### config.mk
export PLATFORM = sky130hd
export DESIGN_NAME = keccak_byte_packer
export DESIGN_NICKNAME = d
export VERILOG_FILES = /design/src/rtl/keccak_pkg.sv /design/src/rtl/keccak_byte_packer.sv
export SDC_FILE = /design/constraint.sdc
export NUM_CORES = 1
export LEC_CHECK = 0
export BUFFER_PORTS_ARGS = -buffer_cell sky130_fd_sc_hd__buf_2
export CORE_ASPECT_RATIO = 1.2
export CORE_MARGIN = 3
export CORE_UTILIZATION = 59
export CTS_BUF_LIST = sky130_fd_sc_hd__clkbuf_4
export DETAILED_ROUTE_END_ITERATION = 8
export GPL_TIMING_DRIVEN = 0
export PLACE_DENSITY = 0.82
export SYNTH_ARGS = -nofsm -noshare
export SYNTH_HDL_FRONTEND = slang
export SYNTH_SLANG_ARGS = --single-unit
### constraint.sdc
create_clock -name clk -period 2.9 [get_ports clk]
set_input_delay 0.435 -clock clk [delete_from_list [all_inputs] [get_ports clk]]
set_output_delay 0.435 -clock clk [all_outputs]
set_load 0.02 [all_outputs]
### src/rtl/keccak_pkg.sv
// Shared types and widths for the keccak feeder logic.
//   pack_state_t : packer control states (accumulate, flush zero word, wait for drain)
//   WORD_W/BYTE_W/LANES : keccak word geometry
`timescale 1ns/1ps
package keccak_pkg;

    localparam int unsigned WORD_W = 32;
    localparam int unsigned BYTE_W = 8;
    localparam int unsigned LANES  = 4;

    typedef enum logic [1:0] {
        ACC   = 2'd0,
        FLUSH = 2'd1,
        WAIT  = 2'd2
    } pack_state_t;

endpackage

### src/rtl/keccak_byte_packer.sv
// Packs an 8-bit byte stream into the keccak core's 32-bit word interface.
// A message whose length is a multiple of 4 gets a trailing pad word with
// byte_num=0, is_last=1. One message per frame.
// Ports:
//   clk, reset (async, active-low)
//   s_byte/s_valid/s_last/s_ready : byte stream in (accepted on s_valid & s_ready)
//   in/in_ready/is_last/byte_num  : word out to keccak (consumed on in_ready & ~buffer_full)
//   buffer_full                   : keccak stall
//   msg_done                      : 1-cycle pulse after the final word is consumed
`timescale 1ns/1ps
module keccak_byte_packer
    import keccak_pkg::*;
#(
    parameter bit                MSB_FIRST = 1'b1,
    parameter logic [BYTE_W-1:0] PAD_BYTE  = 8'h00
) (
    input  logic              clk,
    input  logic              reset,
    input  logic [BYTE_W-1:0] s_byte,
    input  logic              s_valid,
    input  logic              s_last,
    output logic              s_ready,
    output logic [WORD_W-1:0] in,
    output logic              in_ready,
    output logic              is_last,
    output logic [1:0]        byte_num,
    input  logic              buffer_full,
    output logic              msg_done
);

    pack_state_t       state;
    logic [1:0]        cnt;
    logic [BYTE_W-1:0] acc [LANES-1];
    logic [WORD_W-1:0] word_c;
    logic              out_free_c;
    logic              accept_c;

    // Bit offset of byte lane idx inside the word.
    function automatic logic [4:0] lane_pos(input logic [1:0] idx);
        logic [1:0] lane;
        lane = MSB_FIRST ? ~idx : idx;
        return {lane, 3'b000};
    endfunction

    // Output register can take a new word: empty, or being consumed this edge.
    assign out_free_c = !in_ready || !buffer_full;
    assign s_ready    = reset && (state == ACC) && out_free_c;
    assign accept_c   = s_valid && s_ready;

    // Candidate word: stored bytes, the incoming byte in lane cnt, pad elsewhere.
    always_comb begin
        word_c = {LANES{PAD_BYTE}};
        for (int unsigned i = 0; i < LANES - 1; i++) begin
            if (2'(i) < cnt) begin
                word_c[lane_pos(2'(i)) +: BYTE_W] = acc[2'(i)];
            end
        end
        word_c[lane_pos(cnt) +: BYTE_W] = s_byte;
    end

    // Control state, accumulator and registered word interface.
    always_ff @(posedge clk or negedge reset) begin
        if (!reset) begin
            state    <= ACC;
            cnt      <= 2'd0;
            for (int unsigned i = 0; i < LANES - 1; i++) acc[i] <= '0;
            in       <= '0;
            in_ready <= 1'b0;
            is_last  <= 1'b0;
            byte_num <= 2'd0;
            msg_done <= 1'b0;
        end else begin
            msg_done <= 1'b0;
            // Drop valid on consumption; a load below on the same edge overrides.
            if (in_ready && !buffer_full) in_ready <= 1'b0;

            case (state)
                ACC: begin
                    if (accept_c) begin
                        if (cnt == 2'd3 || s_last) begin
                            in       <= word_c;
                            in_ready <= 1'b1;
                            // A last byte completing a full word defers is_last to the pad word.
                            is_last  <= s_last && (cnt != 2'd3);
                            byte_num <= (s_last && (cnt != 2'd3)) ? cnt + 2'd1 : 2'd0;
                            cnt      <= 2'd0;
                            if (s_last) state <= (cnt == 2'd3) ? FLUSH : WAIT;
                        end else begin
                            acc[cnt] <= s_byte;
                            cnt      <= cnt + 2'd1;
                        end
                    end
                end
                FLUSH: begin
                    if (out_free_c) begin
                        in       <= {LANES{PAD_BYTE}};
                        in_ready <= 1'b1;
                        is_last  <= 1'b1;
                        byte_num <= 2'd0;
                        state    <= WAIT;
                    end
                end
                WAIT: begin
                    if (in_ready && !buffer_full) begin
                        msg_done <= 1'b1;
                        cnt      <= 2'd0;
                        state    <= ACC;
                    end
                end
                default: state <= ACC;
            endcase
        end
    end

endmodule

==> results of run 1 <==
[final cells by class]
type | count | area [µm²] | area share (%)
clock inverters | 6 | 82.58 | 2.122
inverters | 4 | 15.01 | 0.3857
repair buffers | 49 | 247.7 | 6.365
plain buffers | 28 | 140.1 | 3.600
well taps | 62 | 77.57 | 1.993
clock buffers | 10 | 75.07 | 1.929
multi-input cells | 197 | 1628 | 41.82
flip-flops and latches | 65 | 1627 | 41.79
[cell usage after synthesis, drive strengths merged (2+ instances only)]
cell / n / area, µm²
a211oi: 3 / 27.52
a21oi: 8 / 43.79
a31oi: 44 / 400.4
and2: 2 / 12.51
and3: 18 / 117.6
buf: 11 / 76.32
clkbuf: 17 / 63.81
dfrtp: 65 / 1627
ha: 6 / 75.07
inv: 4 / 15.01
mux2: 36 / 427.9
nand2b: 3 / 18.77
nand3: 32 / 160.2
nand4: 11 / 87.59
nand4b: 8 / 70.07
nor2: 2 / 7.510
nor2b: 5 / 31.28
nor3: 2 / 10.01
nor3b: 2 / 15.01
o21ai: 3 / 15.01
[how the worst min path moves through the flow]
stage / from / endpoint / slack (ns)
after floorplan: reset / acc[0]$_DFFE_PN0P_ / 0.14
after global placement: acc[20]$_DFFE_PN0P_ / acc[20]$_DFFE_PN0P_ / 0.49
after detailed placement: in[0]$_DFFE_PN0P_ / in[0]$_DFFE_PN0P_ / 0.49
after CTS: reset / in[11]$_DFFE_PN0P_ / 0.15
after global routing: reset / in_ready$_DFF_PN0_ / 0.18
final: reset / in_ready$_DFF_PN0_ / 0.1
[critical path, stage by stage, from the launching register on]
cell,delay [ns]
dfrtp_1,0.54
clkbuf_1,0.35
inv_1,0.18
ha_1,0.43
nor2b_2,0.34
buf_1,0.41
nand3_1,0.20
a31oi_2,0.21
[state kept, by name (all words and copies together), names as in the netlist]
name and count:
in 32, acc 24, byte_num 2, cnt 2, state 2, in_ready 1, is_last 1, msg_done 1
[per-layer routing]
metal / vias to the layer above / GRT usage [%] / wire [µm]
li1: 1243 / - / -
met1: 1341 / 34.73 / 3351
met2: 107 / 43.99 / 4124
met3: 17 / 4.387 / 612
met4: 0 / 11.61 / 185
met5: - / 0 / 0
[through the flow]
stage / setup TNS, ns / hold slack, ns / power [mW]
6_report: 0 / 0.09641 / 3.672
4_1_cts: 0 / 0.1476 / 3.666
5_1_grt: 0 / 0.1776 / 3.877
3_5_place_dp: -0.005013 / 0.4899 / 2.972
3_3_place_gp: -2.941 / 0.4864 / 2.917
2_1_floorplan: 0 / 0.1394 / 2.498
[cells in the final DEF (no fill, tap or decap), drive strengths merged, types with 2 or more instances in the layout]
| cell | instances |
|---|---|
| mux2 | 36 |
| inv | 4 |
| clkinv | 4 |
| ha | 6 |
| a21oi | 8 |
| nor2b | 5 |
| nor3 | 2 |
| and2 | 2 |
| nand4 | 11 |
| a211oi | 3 |
| o21ai | 3 |
| and3 | 18 |
| nor2 | 2 |
| bufinv | 2 |
| dfrtp | 65 |
| nor3b | 2 |
| nand3 | 32 |
| nand2b | 3 |
| nand4b | 8 |
| clkbuf | 26 |
| a31oi | 44 |
| buf | 61 |
[power groups by stage]
stage          Sequential [mW]  Combinational [mW]  Clock, mW
5_1_grt                   1.45                1.70      0.729
3_5_place_dp              1.42                1.55          0
2_1_floorplan             1.63               0.868          0
6_report                  1.40                1.58      0.692
3_3_place_gp              1.40                1.51          0
4_1_cts                   1.40                1.57      0.693
[logic make-up (layout without fill, tap and decap cells)]
group / after synthesis / count (layout)
AO/OA/AOI/OAI: 61 / 61
adder cells (fa/ha/maj): 6 / 6
AND/OR/NAND/NOR: 93 / 93
buffers and inverters: 32 / 97
flip-flops: 65 / 65
multiplexers: 37 / 37
==> run_results.csv, run 1 <==
group,metric,value,unit
clock_tree,post_cts_buffers,0,
route,via_per_inst,6.432,
setup_path,worstSetupEndpoint,"in[21]$_DFFE_PN0P_",
power_and_ir_drop,powerDensity,943.3,nW/µm²
floorplan,design.die.area,6717,µm²
placed_design,place.gp.congestion,0.8357,
yosys,synth-adder-area-share,2.207,%
setup_path,timing.rr.end,"in[21]$_DFFE_PN0P_",
placed_design,place_area,3727,µm²
floorplan,fp-row-count,29,
sta,tightest_slew,0.8358,ns
cells_and_area,num_antenna_cells,0,
yosys,synth_xor_area_share,0,%
clock_tree,cts_sinks,65,
route,drt_iter0_markers,228,
sta,clock_skew,0.01442,ns
yosys,synth_compound_gate_area_share,15.08,%
yosys,synth_mux_area_share,12.87,%
yosys,ys_seq_elements,65,
grt,antenna_found_initial,0,
clock_tree,htree_levels,3,
cells_and_area,fill_cells,407,
setup_path,r2r-start,"cnt[0]$_DFFE_PN0P_",
yosys,synth-simple-area-share,17.47,%
grt,grt_pass1_wl,13130,µm
setup_path,rrSetupSlack,0.18,ns
setup_path,worstSetupStartpoint,"cnt[0]$_DFFE_PN0P_",
cells_and_area,final_net_count,373,
yosys,synth.cell_area,3402,µm²
yosys,syn_area_per_cell,11.57,µm²
yosys,synth_fp_nets,313,
placed_design,dp.cells,405,
cells_and_area,area_growth_syn_to_layout,14.42,%
placed_design,io_buffer_count,49,
floorplan,fp.dieH,89.18,µm
sta,final_hold_viol_count,0,
grt,grt_usage,26.76,%
clock_tree,ctsResizeCount,1,
power_and_ir_drop,cellLeakagePower,1.797,nW
clock_tree,clk_latency,0.41,ns
yosys,ys_types,40,
yosys,ys_warn_count,0,
sta,max_freq,367.1,MHz
clock_tree,holdBufCountCts,0,
yosys,synthFlopType,"dfrtp_1",
sta,period_minus_slack,2.724,ns
clock_tree,cts_tree,"built",
placed_design,pre_cts_slack,-0.005013,ns
grt,grt_max_degree,69,
floorplan,core-area,5443,µm²
setup_path,critical_path_class,"reg -> reg",
power_and_ir_drop,seq_power_share,38.2,%
cells_and_area,drive_gt1_share,38.44,%
route,drt_wl_total,8273,µm
clock_tree,cts_buffers,9,
setup_path,rr_worst_depth,7,
power_and_ir_drop,switching_power,1.480,mW
clock_tree,clkTransAtPathRegs,0.12,ns
power_and_ir_drop,switching_share,40.30,%
cells_and_area,design_area,3892,µm²
sta,finalWorstSetupSlack,0.1757,ns
sta,slew_headroom,44.28,%
sta,period_share,93.94,%
route,wire_per_inst,19.65,µm
floorplan,dieWidth,75.32,µm
route,antenna_left,0,
grt,grt_pass1_vias,2612,
sta,slew_violations,0,
setup_path,worst-path-max-fanout,10,
route,drtPass1Iterations,5,
yosys,seq_area_frac_synth,47.81,%
floorplan,io_pins,51,
cells_and_area,utilization,71.52,%
power_and_ir_drop,pwr-share-comb,43.0,%
setup_path,required,3.24,ns
power_and_ir_drop,internal_power,2.192,mW
grt,grt-ovfl-total,0,
yosys,synth_edf_count,0,
status,outcome,"finished, final reports clean",
setup_path,worst_setup_path_start_kind,"flop",
setup_path,cp_data_arrival_time,3.07,ns
worst_hold_path,min_path_type,"in -> async",
power_and_ir_drop,max-vdd-ir-drop,0.5172,mV
flow_run,maxCapViolCount,0,
clock_tree,cts.path.max_buffers,2,
yosys,synth_top_family_by_area,"simple AND/OR/NAND/NOR gates",
route,via_count,2708,
clock_tree,clockRootBuffer,"clkbuf_4",
floorplan,initial_core_util,62.51,%
sta,rsz0062_at_grt,"false",
route,drcViolationCount,0,
setup_path,critPathCaptureType,"flop",
yosys,synth_cells,294,
cells_and_area,final_cells,421,
yosys,async_flop_share,100.0,%
power_and_ir_drop,p_clk_share,18.8,%
placed_design,place_hpwl,5477,µm
sta,finalSetupViolations,0,
(Power assumes the default switching activity.)
==> run 2, diff against run 1 <==
--- a/config.mk
+++ b/config.mk
@@ -13,5 +13,5 @@
 export DETAILED_ROUTE_END_ITERATION = 8
 export GPL_TIMING_DRIVEN = 0
-export PLACE_DENSITY = 0.82
+export PLACE_DENSITY = 0.85
 export SYNTH_ARGS = -nofsm -noshare
 export SYNTH_HDL_FRONTEND = slang
==> constraint.sdc (replaced) <==
create_clock -name clk -period 2.9 [get_ports clk]
set_input_delay 0.58 -clock clk [delete_from_list [all_inputs] [get_ports clk]]
set_output_delay 0.58 -clock clk [all_outputs]
set_load 0.02 [all_outputs]
==> run 2 against run 1 <==
Power is 0.56% lower. Maximum frequency is 2.9% higher. Routed wire length is 3.3% lower. Sequential power hardly changed. Critical path type unchanged. Final area is 0.16% lower. Global-route usage hardly changed. Critical endpoint is now in[15]$_DFFE_PN0P_. Sequential share of layout area is 0.067 points higher.
==> run_results.csv, run 2 (synthesized netlist as in run 1, its figures left out) <==
group,metric,value,unit
grt,antenna_found_initial,0,
clock_tree,holdBufCountCts,0,
setup_path,cpLargestDelayFamily,"buffers and inverters",
placed_design,place_hpwl,5584,µm
sta,max_freq,377.8,MHz
setup_path,cp.depth,7,
cells_and_area,final_common_cell,"dfrtp_1",
setup_path,cp_data_arrival_time,2.99,ns
setup_path,slowest_stage,"dfrtp_1",
cells_and_area,largest_reg_flops,32,
cells_and_area,drive_gt1_share,38.27,%
clock_tree,cts_buffers,9,
power_and_ir_drop,finalPower,3.651,mW
setup_path,worst_setup_path_start_kind,"flop",
sta,tightest_slew,0.8336,ns
clock_tree,cts_sinks,65,
clock_tree,cts_tree,"built",
sta,finalSetupViolations,0,
route,drcViolationCount,0,
power_and_ir_drop,powerDensity,939.5,nW/µm²
clock_tree,post_cts_buffers,0,
clock_tree,clockRootBuffer,"clkbuf_4",
sta,period_share,91.26,%
floorplan,initial_core_util,62.51,%
setup_path,required,3.24,ns
setup_path,worst-path-max-fanout,10,
grt,grt_pass1_vias,2625,
cells_and_area,num_antenna_cells,0,
grt,grt_usage,26.72,%
clock_tree,clkTransAtPathRegs,0.11,ns
worst_hold_path,min_path_type,"in -> async",
status,outcome,"finished, final reports clean",
clock_tree,clk_latency,0.41,ns
cells_and_area,fill_cells,415,
sta,final_hold_viol_count,0,
route,drt_iter0_markers,301,
grt,grt-ovfl-total,0,
setup_path,crit_chain,"clkbuf_1, inv_1, ha_1, nor2b_2, clkbuf_1, nand4_1, a31oi_2",
grt,grt_pass1_wl,13360,µm
clock_tree,htree_levels,3,
cells_and_area,regMostFlops,"in",
sta,rsz0062_at_grt,"false",
setup_path,critical_path_class,"reg -> reg",
floorplan,io_pins,51,
sta,fin_setup_tns,0,ns
route,wire_per_inst,19.05,µm
clock_tree,cts.path.max_buffers,2,
floorplan,fp-row-count,29,
cells_and_area,final_net_count,373,
floorplan,design.die.area,6717,µm²
cells_and_area,register_area,1627,µm²
route,via_per_inst,6.419,
cells_and_area,area_growth_syn_to_layout,14.23,%
power_and_ir_drop,cellLeakagePower,1.794,nW
setup_path,rr_worst_depth,7,
cells_and_area,final_cell_mix,"dfrtp_1, buf_2, nand3_1",
route,antenna_left,0,
sta,slew_headroom,44.42,%
sta,clock_skew,0.009682,ns
cells_and_area,reg_top3,"in (32), acc (24)",
floorplan,core-area,5443,µm²
setup_path,slowest_delay,0.52,ns
power_and_ir_drop,max-vdd-ir-drop,0.5599,mV
clock_tree,ctsResizeCount,0,
flow_run,maxCapViolCount,0,
grt,grt_max_degree,69,
cells_and_area,multiInputGateArea,1628,µm²
route,drt_wl_total,8000,µm
sta,slew_violations,0,
placed_design,io_buffer_count,49,
sta,period_minus_slack,2.647,ns
setup_path,cp_common_cell,"clkbuf_1",
route,via_count,2696,
placed_design,place.gp.congestion,0.8672,
setup_path,critPathCaptureType,"flop",
floorplan,fp.dieH,89.18,µm
setup_path,path_buf_inv,3,
floorplan,dieWidth,75.32,µm
route,drtPass1Iterations,7,
run 2: cell types whose count changed in the layout (fill, tap and decap cells not counted):
cell      previous run  this run
buf_1                4         3
clkbuf_1            16        17
clkbuf_4            10        11
clkinv_2             2         1
clkinv_4             1         0
run 2: per-layer routing:
metal / global-route usage, % / vias up / part of all wire [%]
li1: - / 1240 / -
met1: 36.26 / 1312 / 42
met2: 41.56 / 123 / 48
met3: 5.062 / 21 / 6.9
met4: 11.92 / 0 / 3.2
met5: 0 / - / 0
run 2: stage by stage:
| step | hold WS [ns] | instances | setup slack (ns) | instance area (µm²) | utilization [%] |
|---|---|---|---|---|---|
| floorplan | 0.2844 | 294 | 0.7889 | 3402 | - |
| global placement | 0.4871 | 405 | -0.1944 | 3725 | 68.44 |
| detailed placement | 0.4871 | 405 | -0.2774 | 3725 | 68.44 |
| CTS | 0.4968 | 420 | 0.1079 | 3876 | 71.22 |
| global route | 0.3252 | 420 | 0.04568 | 3886 | 71.40 |
| finish | 0.2407 | 420 | 0.2534 | 3886 | 71.40 |
run 2: final timing paths:
kind	start	to	slack [ns]
worst max-delay path	cnt[0]$_DFFE_PN0P_	in[15]$_DFFE_PN0P_	0.25
worst min-delay path	reset	in_ready$_DFF_PN0_	0.24
worst max register to register	cnt[0]$_DFFE_PN0P_	in[15]$_DFFE_PN0P_	0.25
worst min register to register	in[4]$_DFFE_PN0P_	in[4]$_DFFE_PN0P_	0.51
max in group asynchronous	reset	in[19]$_DFFE_PN0P_	2.09
min in group clk	s_last	state[0]$_DFFE_PN0P_	0.50
run 2: power breakdown:
part           internal (mW)  switching, mW
clock                  0.361          0.322
combinational          0.612          0.958
sequential              1.23          0.172
total                   2.20           1.45
run 2: worst register-to-register path: stages, from the launching register on:
cell and delay (ns):
dfrtp_1 0.52, clkbuf_1 0.36, inv_1 0.18, ha_1 0.43, nor2b_2 0.33, clkbuf_1 0.38, nand4_1 0.18, a31oi_2 0.22
run 2: final cells by class:
| class | count | area share (%) |
|---|---|---|
| clock inverter | 4 | 1.771 |
| sequential | 65 | 41.85 |
| buffer | 28 | 3.606 |
| timing repair buffer | 49 | 6.375 |
| inverter | 4 | 0.3863 |
| multi-input combinational | 197 | 41.89 |
| tap | 62 | 1.996 |
| clock buffer | 11 | 2.125 |
